### config.mk
export PLATFORM = sky130hd
export DESIGN_NAME = jump_controller_flat
export DESIGN_NICKNAME = d
export VERILOG_FILES = /design/src/rtl/jump_controller_if.sv /design/src/rtl/jump_controller.sv /design/src/flat_wrapper.sv
export SDC_FILE = /design/constraint.sdc
export NUM_CORES = 1
export LEC_CHECK = 0
export CORE_ASPECT_RATIO = 0.6
export CORE_MARGIN = 2
export CORE_UTILIZATION = 44
export CTS_BUF_LIST = sky130_fd_sc_hd__clkbuf_8
export DETAILED_ROUTE_END_ITERATION = 8
export PLACE_DENSITY = 0.8
export SYNTH_ARGS = -nofsm -noshare
export SYNTH_HDL_FRONTEND = slang
export SYNTH_SLANG_ARGS = --single-unit
export TNS_END_PERCENT = 10
### constraint.sdc
create_clock -name clock -period 2.54 [get_ports clock]
set_input_delay 0.381 -clock clock [delete_from_list [all_inputs] [get_ports clock]]
set_output_delay 0.381 -clock clock [all_outputs]
set_load 0.05 [all_outputs]
### src/rtl/jump_controller_if.sv
// Bus between the decode stage and the jump sequencer: ALU flags, decoded jump
// operation, stall, and the PC / flush / link results going back to the front end.
interface jump_controller_if #(
    parameter int ADDR_W = 16
);
    logic              flag_we;
    logic              O_in;
    logic              S_in;
    logic              C_in;
    logic              Z_in;
    logic              instr_valid;
    logic [2:0]        OP_TF;
    logic [2:0]        cond;
    logic [ADDR_W-1:0] instr_pc;
    logic [ADDR_W-1:0] target;
    logic [ADDR_W-1:0] reg_b;
    logic              stall;
    logic [ADDR_W-1:0] pc;
    logic              flush;
    logic              link_we;
    logic [ADDR_W-1:0] link_data;
    logic [3:0]        flags;

    modport master (
        output flag_we, O_in, S_in, C_in, Z_in,
        output instr_valid, OP_TF, cond, instr_pc, target, reg_b, stall,
        input  pc, flush, link_we, link_data, flags
    );

    modport slave (
        input  flag_we, O_in, S_in, C_in, Z_in,
        input  instr_valid, OP_TF, cond, instr_pc, target, reg_b, stall,
        output pc, flush, link_we, link_data, flags
    );
endinterface

### src/rtl/jump_controller.sv
// Branch/jump sequencer: owns the {O,S,C,Z} flag register and the PC, resolves
// jumps against the registered flags, flushes on taken transfers, writes link on jal.

// Condition/opcode evaluator. out=1 means the transfer is not taken.
module tester_flags (
    input  logic [3:0] flags,
    input  logic [2:0] cond,
    input  logic [2:0] op,
    output logic       out
);
    localparam logic [2:0] OP_JF  = 3'b000;
    localparam logic [2:0] OP_JT  = 3'b001;
    localparam logic [2:0] OP_J   = 3'b010;
    localparam logic [2:0] OP_JAL = 3'b011;
    localparam logic [2:0] OP_JR  = 3'b100;

    logic flag_o, flag_s, flag_c, flag_z;
    logic c;
    logic take;

    assign {flag_o, flag_s, flag_c, flag_z} = flags;

    always_comb begin
        c = 1'b0;
        case (cond)
            3'b000:  c = 1'b1;
            3'b001:  c = flag_s;
            3'b010:  c = flag_z;
            3'b100:  c = flag_c;
            3'b101:  c = flag_s | flag_z;
            3'b111:  c = flag_o;
            default: c = 1'b0;
        endcase
    end

    always_comb begin
        take = 1'b0;
        case (op)
            OP_JF:                take = ~c;
            OP_JT:                take = c;
            OP_J, OP_JAL, OP_JR:  take = 1'b1;
            default:              take = 1'b0;
        endcase
    end

    assign out = ~take;
endmodule

// state | meaning
// RUN   | normal fetch; jumps presented on the bus are evaluated
// FLUSH | first cycle(s) after a taken transfer; flush=1, jumps are discarded
module jump_controller #(
    parameter int                ADDR_W   = 16,
    parameter logic [ADDR_W-1:0] RESET_PC = '0
) (
    input  logic             clock,
    input  logic             reset,
    jump_controller_if.slave bus
);
    localparam logic [2:0] OP_JAL = 3'b011;
    localparam logic [2:0] OP_JR  = 3'b100;

    typedef enum logic {
        RUN   = 1'b0,
        FLUSH = 1'b1
    } state_t;

    state_t            state_q, state_d;
    logic [ADDR_W-1:0] pc_q, pc_d;
    logic              link_we_q, link_we_d;
    logic [ADDR_W-1:0] link_data_q, link_data_d;
    logic [3:0]        flags_q;
    logic              not_taken;
    logic              taken;
    logic [ADDR_W-1:0] dest;

    tester_flags u_tester_flags (
        .flags (flags_q),
        .cond  (bus.cond),
        .op    (bus.OP_TF),
        .out   (not_taken)
    );

    assign taken = bus.instr_valid & ~not_taken & (state_q == RUN);
    assign dest  = (bus.OP_TF == OP_JR) ? bus.reg_b : bus.target;

    always_comb begin
        state_d     = state_q;
        pc_d        = pc_q;
        link_we_d   = 1'b0;
        link_data_d = link_data_q;
        case (state_q)
            RUN: begin
                if (!bus.stall) begin
                    if (taken) begin
                        pc_d    = dest;
                        state_d = FLUSH;
                        if (bus.OP_TF == OP_JAL) begin
                            link_we_d   = 1'b1;
                            link_data_d = bus.instr_pc + ADDR_W'(1);
                        end
                    end else begin
                        pc_d = pc_q + ADDR_W'(1);
                    end
                end
            end
            FLUSH: begin
                if (!bus.stall) begin
                    pc_d    = pc_q + ADDR_W'(1);
                    state_d = RUN;
                end
            end
            default: state_d = RUN;
        endcase
    end

    always_ff @(posedge clock) begin
        if (reset) begin
            state_q     <= RUN;
            pc_q        <= RESET_PC;
            link_we_q   <= 1'b0;
            link_data_q <= '0;
        end else begin
            state_q     <= state_d;
            pc_q        <= pc_d;
            link_we_q   <= link_we_d;
            link_data_q <= link_data_d;
        end
    end

    // Flags load regardless of stall/state; jumps in the same cycle see the old value.
    always_ff @(posedge clock) begin
        if (reset) begin
            flags_q <= 4'b0000;
        end else if (bus.flag_we) begin
            flags_q <= {bus.O_in, bus.S_in, bus.C_in, bus.Z_in};
        end
    end

    assign bus.pc        = pc_q;
    assign bus.flush     = (state_q == FLUSH);
    assign bus.link_we   = link_we_q;
    assign bus.link_data = link_data_q;
    assign bus.flags     = flags_q;
endmodule

### src/flat_wrapper.sv
// flat-port wrapper written by rule: the top's interface ports become plain ports
module jump_controller_flat 
#(
    parameter int                ADDR_W   = 16,
    parameter logic [ADDR_W-1:0] RESET_PC = '0
)
  (clock, reset, bus_flag_we, bus_O_in, bus_S_in, bus_C_in, bus_Z_in, bus_instr_valid, bus_OP_TF, bus_cond, bus_instr_pc, bus_target, bus_reg_b, bus_stall, bus_pc, bus_flush, bus_link_we, bus_link_data, bus_flags);
  jump_controller_if #(.ADDR_W(ADDR_W)) bus_i ();
  input  logic clock;
  input  logic reset;
  input wire logic [$bits(bus_i.flag_we)-1:0] bus_flag_we;
  input wire logic [$bits(bus_i.O_in)-1:0] bus_O_in;
  input wire logic [$bits(bus_i.S_in)-1:0] bus_S_in;
  input wire logic [$bits(bus_i.C_in)-1:0] bus_C_in;
  input wire logic [$bits(bus_i.Z_in)-1:0] bus_Z_in;
  input wire logic [$bits(bus_i.instr_valid)-1:0] bus_instr_valid;
  input wire logic [$bits(bus_i.OP_TF)-1:0] bus_OP_TF;
  input wire logic [$bits(bus_i.cond)-1:0] bus_cond;
  input wire logic [$bits(bus_i.instr_pc)-1:0] bus_instr_pc;
  input wire logic [$bits(bus_i.target)-1:0] bus_target;
  input wire logic [$bits(bus_i.reg_b)-1:0] bus_reg_b;
  input wire logic [$bits(bus_i.stall)-1:0] bus_stall;
  output wire logic [$bits(bus_i.pc)-1:0] bus_pc;
  output wire logic [$bits(bus_i.flush)-1:0] bus_flush;
  output wire logic [$bits(bus_i.link_we)-1:0] bus_link_we;
  output wire logic [$bits(bus_i.link_data)-1:0] bus_link_data;
  output wire logic [$bits(bus_i.flags)-1:0] bus_flags;
  assign bus_i.flag_we = bus_flag_we;
  assign bus_i.O_in = bus_O_in;
  assign bus_i.S_in = bus_S_in;
  assign bus_i.C_in = bus_C_in;
  assign bus_i.Z_in = bus_Z_in;
  assign bus_i.instr_valid = bus_instr_valid;
  assign bus_i.OP_TF = bus_OP_TF;
  assign bus_i.cond = bus_cond;
  assign bus_i.instr_pc = bus_instr_pc;
  assign bus_i.target = bus_target;
  assign bus_i.reg_b = bus_reg_b;
  assign bus_i.stall = bus_stall;
  assign bus_pc = bus_i.pc;
  assign bus_flush = bus_i.flush;
  assign bus_link_we = bus_i.link_we;
  assign bus_link_data = bus_i.link_data;
  assign bus_flags = bus_i.flags;
  jump_controller #(.ADDR_W(ADDR_W), .RESET_PC(RESET_PC)) u_core (.clock(clock), .reset(reset), .bus(bus_i));
endmodule
==> results.py <==
metrics = {
    "outcome": {
        "run_status": "completed",
    },
    "timing": {
        "maxSlewViolCount": 0,
        "setup_violations": 0,
        "final-hold-violation-count": 0,
        "fmax_mhz": 425,
        "slew_headroom": 0.600,
        "finalCritPeriodShare": 0.926,
        "worst_hold_slack_ns": 0.500,
        "grt_setup_unrepaired": "false",
        "skew_ns": 0.00659,
        "period_minus_slack_ns": 2.35,
        "worst_pin_slew_ns": 0.601,
    },
    "power": {
        "power_frac_comb": 0.264,
        "leakagePower_nw": 1.23,
        "p_seq_frac": 0.375,
        "intPower_mw": 1.27,
        "powerDensity_nw_per_um2": 495,
        "pwr-share-clk": 0.361,
        "swShare": 0.279,
        "power.switching_uw": 489,
        "peakVddDrop_v": 0.000222,
    },
    "worst_setup_path": {
        "crit_arrival_ns": 2.53,
        "r2r_setup_slack_ns": 0.45,
        "worst-path-max-fanout": 13,
        "startpoint_type": "primary input",
        "criticalPathCategory": "in -> reg",
        "rr_worst_depth": 6,
        "timing.rr.start": "u_core.bus.flush",
        "worstPathRequired_ns": 2.72,
        "r2r-end": "u_core.bus.pc[14]",
        "worst_setup_path_end_kind": "flop",
    },
    "drt": {
        "drc": 0,
        "vias_per_cell": 5.42,
        "ant_nets": 0,
        "dr.pass1.iters": 5,
        "routed_wl_um": 6520,
        "wire_per_inst_um": 15.2,
        "vias": 2327,
        "drt-initial-drc-count": 144,
    },
    "synthesis": {
        "synth.avg_cell_area_sq_um": 8.90,
        "syn_nets": 330,
        "synthTopCellsByCount": "38 x dfxtp_1, 36 x nor2_1, 29 x mux2i_1, 19 x nand2_1, 16 x a211oi_1",
        "netlist-cell-type-count": 45,
        "yosysTopAreaCellShare": 0.322,
        "async_flop_share": 0,
        "yosysWarnings": 0,
        "synth.most_common_cell": "dfxtp_1",
        "synth_cells": 265,
        "ys_seq_area_frac": 0.322,
        "synthTopCellsByArea": "dfxtp_1 32%, mux2i_1 12%, nor2_1 5.7%",
        "ys.flop_type": "dfxtp_1",
        "syn_area_sq_um": 2360,
        "yosys_register_bits": 38,
        "yosys.area.top_type": "dfxtp_1",
        "synth_edf_count": 0,
    },
    "place": {
        "numPortBuffers": 100,
        "hpwl_um": 4990,
        "gp_congestion": 0.905,
        "placed_cell_area_sq_um": 3400,
    },
    "clock_network": {
        "clk_pin_slew_ns": 0.08,
        "cts_made_buffers": 5,
        "cts_setup_buffers": 0,
        "clk_path_buf_depth": 2,
        "cts-hold-fix-buffers": 0,
        "clock_latency_ns": 0.29,
        "clock-sinks": 38,
        "post_cts_resized": 0,
        "htreeDepth": 2,
        "root_buffer": "clkbuf_8",
        "cts_tree": "done",
    },
    "grt": {
        "grt_pass1_wl_um": 10600,
        "grt_pass1_vias": 2096,
        "antenna_found_initial": 0,
        "grt_max_degree": 33,
        "grt.total_usage": 0.224,
        "grt-ovfl-total": 0,
    },
    "min_path": {
        "whs_endpoint": "u_core.bus.link_data[0]",
        "hold_start": "u_core.bus.link_data[0]",
        "hold_class": "reg -> reg",
        "hold_depth": 2,
    },
    "job": {
        "maxCapViolCount": 0,
    },
    "finish": {
        "drive_gt1_frac": 0.105,
        "area_growth_pct": 50.3,
        "nFillCells": 427,
        "n_antenna_cell": 0,
        "fin_nets": 427,
        "final_area_sq_um": 3550,
    },
    "die": {
        "start_util": 0.462,
        "dieArea_sq_um": 5980,
        "fp.dieH_um": 60.7,
        "die_w_um": 98.5,
        "core_sq_um": 5100,
        "num_rows": 20,
        "io_pins": 101,
    },
}
==> worst max-delay path by stage <==
stage	depth (start not counted)	end	start
CTS	7	u_core.bus.pc[14]	bus_cond[1]
detailed placement	7	u_core.bus.pc[14]	bus_cond[1]
global route	7	u_core.bus.pc[14]	bus_cond[1]
floorplan	7	u_core.bus.pc[12]	u_core.bus.flush
global placement	7	u_core.bus.pc[14]	bus_cond[1]
finish	7	u_core.bus.pc[14]	bus_cond[1]
==> cells by family (layout without fill, tap and decap cells) <==
family / after synthesis / in the layout / share of synthesized area
AOI/OAI and AO/OA: 51 / 51 / 0.175
xor gates and xnor gates: 14 / 14 / 0.0520
adders and majority gates: 2 / 2 / 0.0106
buffers and inverters: 26 / 124 / 0.0657
DFF: 38 / 38 / 0.322
muxes: 38 / 38 / 0.168
and+or+nand+nor: 96 / 96 / 0.207
==> sequential cells by signal, indices dropped and copies added (netlist names) <==
| register | flops |
|---|---|
| u_core.bus.pc | 16 |
| u_core.bus.flush | 1 |
| u_core.bus.link_data | 16 |
| u_core.bus.flags | 4 |
| u_core.bus.link_we | 1 |
==> cells in the final DEF (no fill, tap or decap), types with 2 or more instances in the layout <==
cell / count
nand2_1: 19
inv_1: 10
a211oi_1: 16
dfxtp_1: 38
nor3b_1: 2
o21ai_1: 3
nand3_1: 14
and4_1: 3
nand4_1: 5
buf_4: 4
ha_1: 2
a221oi_1: 2
o221a_2: 4
nor2_1: 36
nor3_1: 3
o221a_1: 2
clkbuf_8: 6
xor2_1: 11
and3_1: 4
o32ai_1: 3
buf_12: 2
a21oi_1: 9
mux2_2: 8
nand2b_4: 2
xnor2_1: 3
o21ai_0: 2
clkdlybuf4s50_1: 100
bufinv_16: 2
a221oi_2: 4
mux2i_1: 29
==> power by group through the flow <==
stage / clock network (mW) / registers [mW] / logic (mW)
floorplan: 0 / 0.764 / 0.179
global placement: 0 / 0.669 / 0.457
detailed placement: 0 / 0.670 / 0.464
CTS: 0.643 / 0.657 / 0.466
global route: 0.676 / 0.663 / 0.493
finish: 0.634 / 0.658 / 0.463
==> critical path, stage by stage <==
cell	delay, ns
clkdlybuf4s50_1	0.48
nand2b_4	0.18
a221oi_2	0.28
or3b_1	0.17
and3_1	0.54
mux2i_1	0.17
a221oi_1	0.33
==> cell type report <==
cell class,instances,area [sq um],share of cell area
Multi-Input combinational cell,201,1450,0.410
Timing Repair Buffer,106,1070,0.302
Sequential cell,38,761,0.214
Clock buffer,6,82.6,0.0233
Tap cell,66,82.6,0.0233
Clock inverter,2,60.1,0.0169
Inverter,10,37.5,0.0106
==> through the flow <==
stage | setup slack, ns | power, mW | cells | utilization | setup TNS, ns
finish | 0.189 | 1.75 | 429 | 0.695 | 0
global route | 0.00823 | 1.83 | 429 | 0.695 | 0
detailed placement | -0.0810 | 1.13 | 421 | 0.667 | -0.212
floorplan | 0.461 | 0.943 | 265 | - | 0
global placement | 0.0488 | 1.13 | 421 | 0.667 | 0
CTS | 0.199 | 1.77 | 429 | 0.695 | 0
==> metal layers <==
layer  up-vias  GRT usage  wire length [um]
met5         -          0                 0
met2        97      0.343              2870
met4         0     0.0607                44
met1      1064      0.319              3060
met3         5     0.0576               543
li1       1161          -                 -
Power figures use the tool's default switching activity.
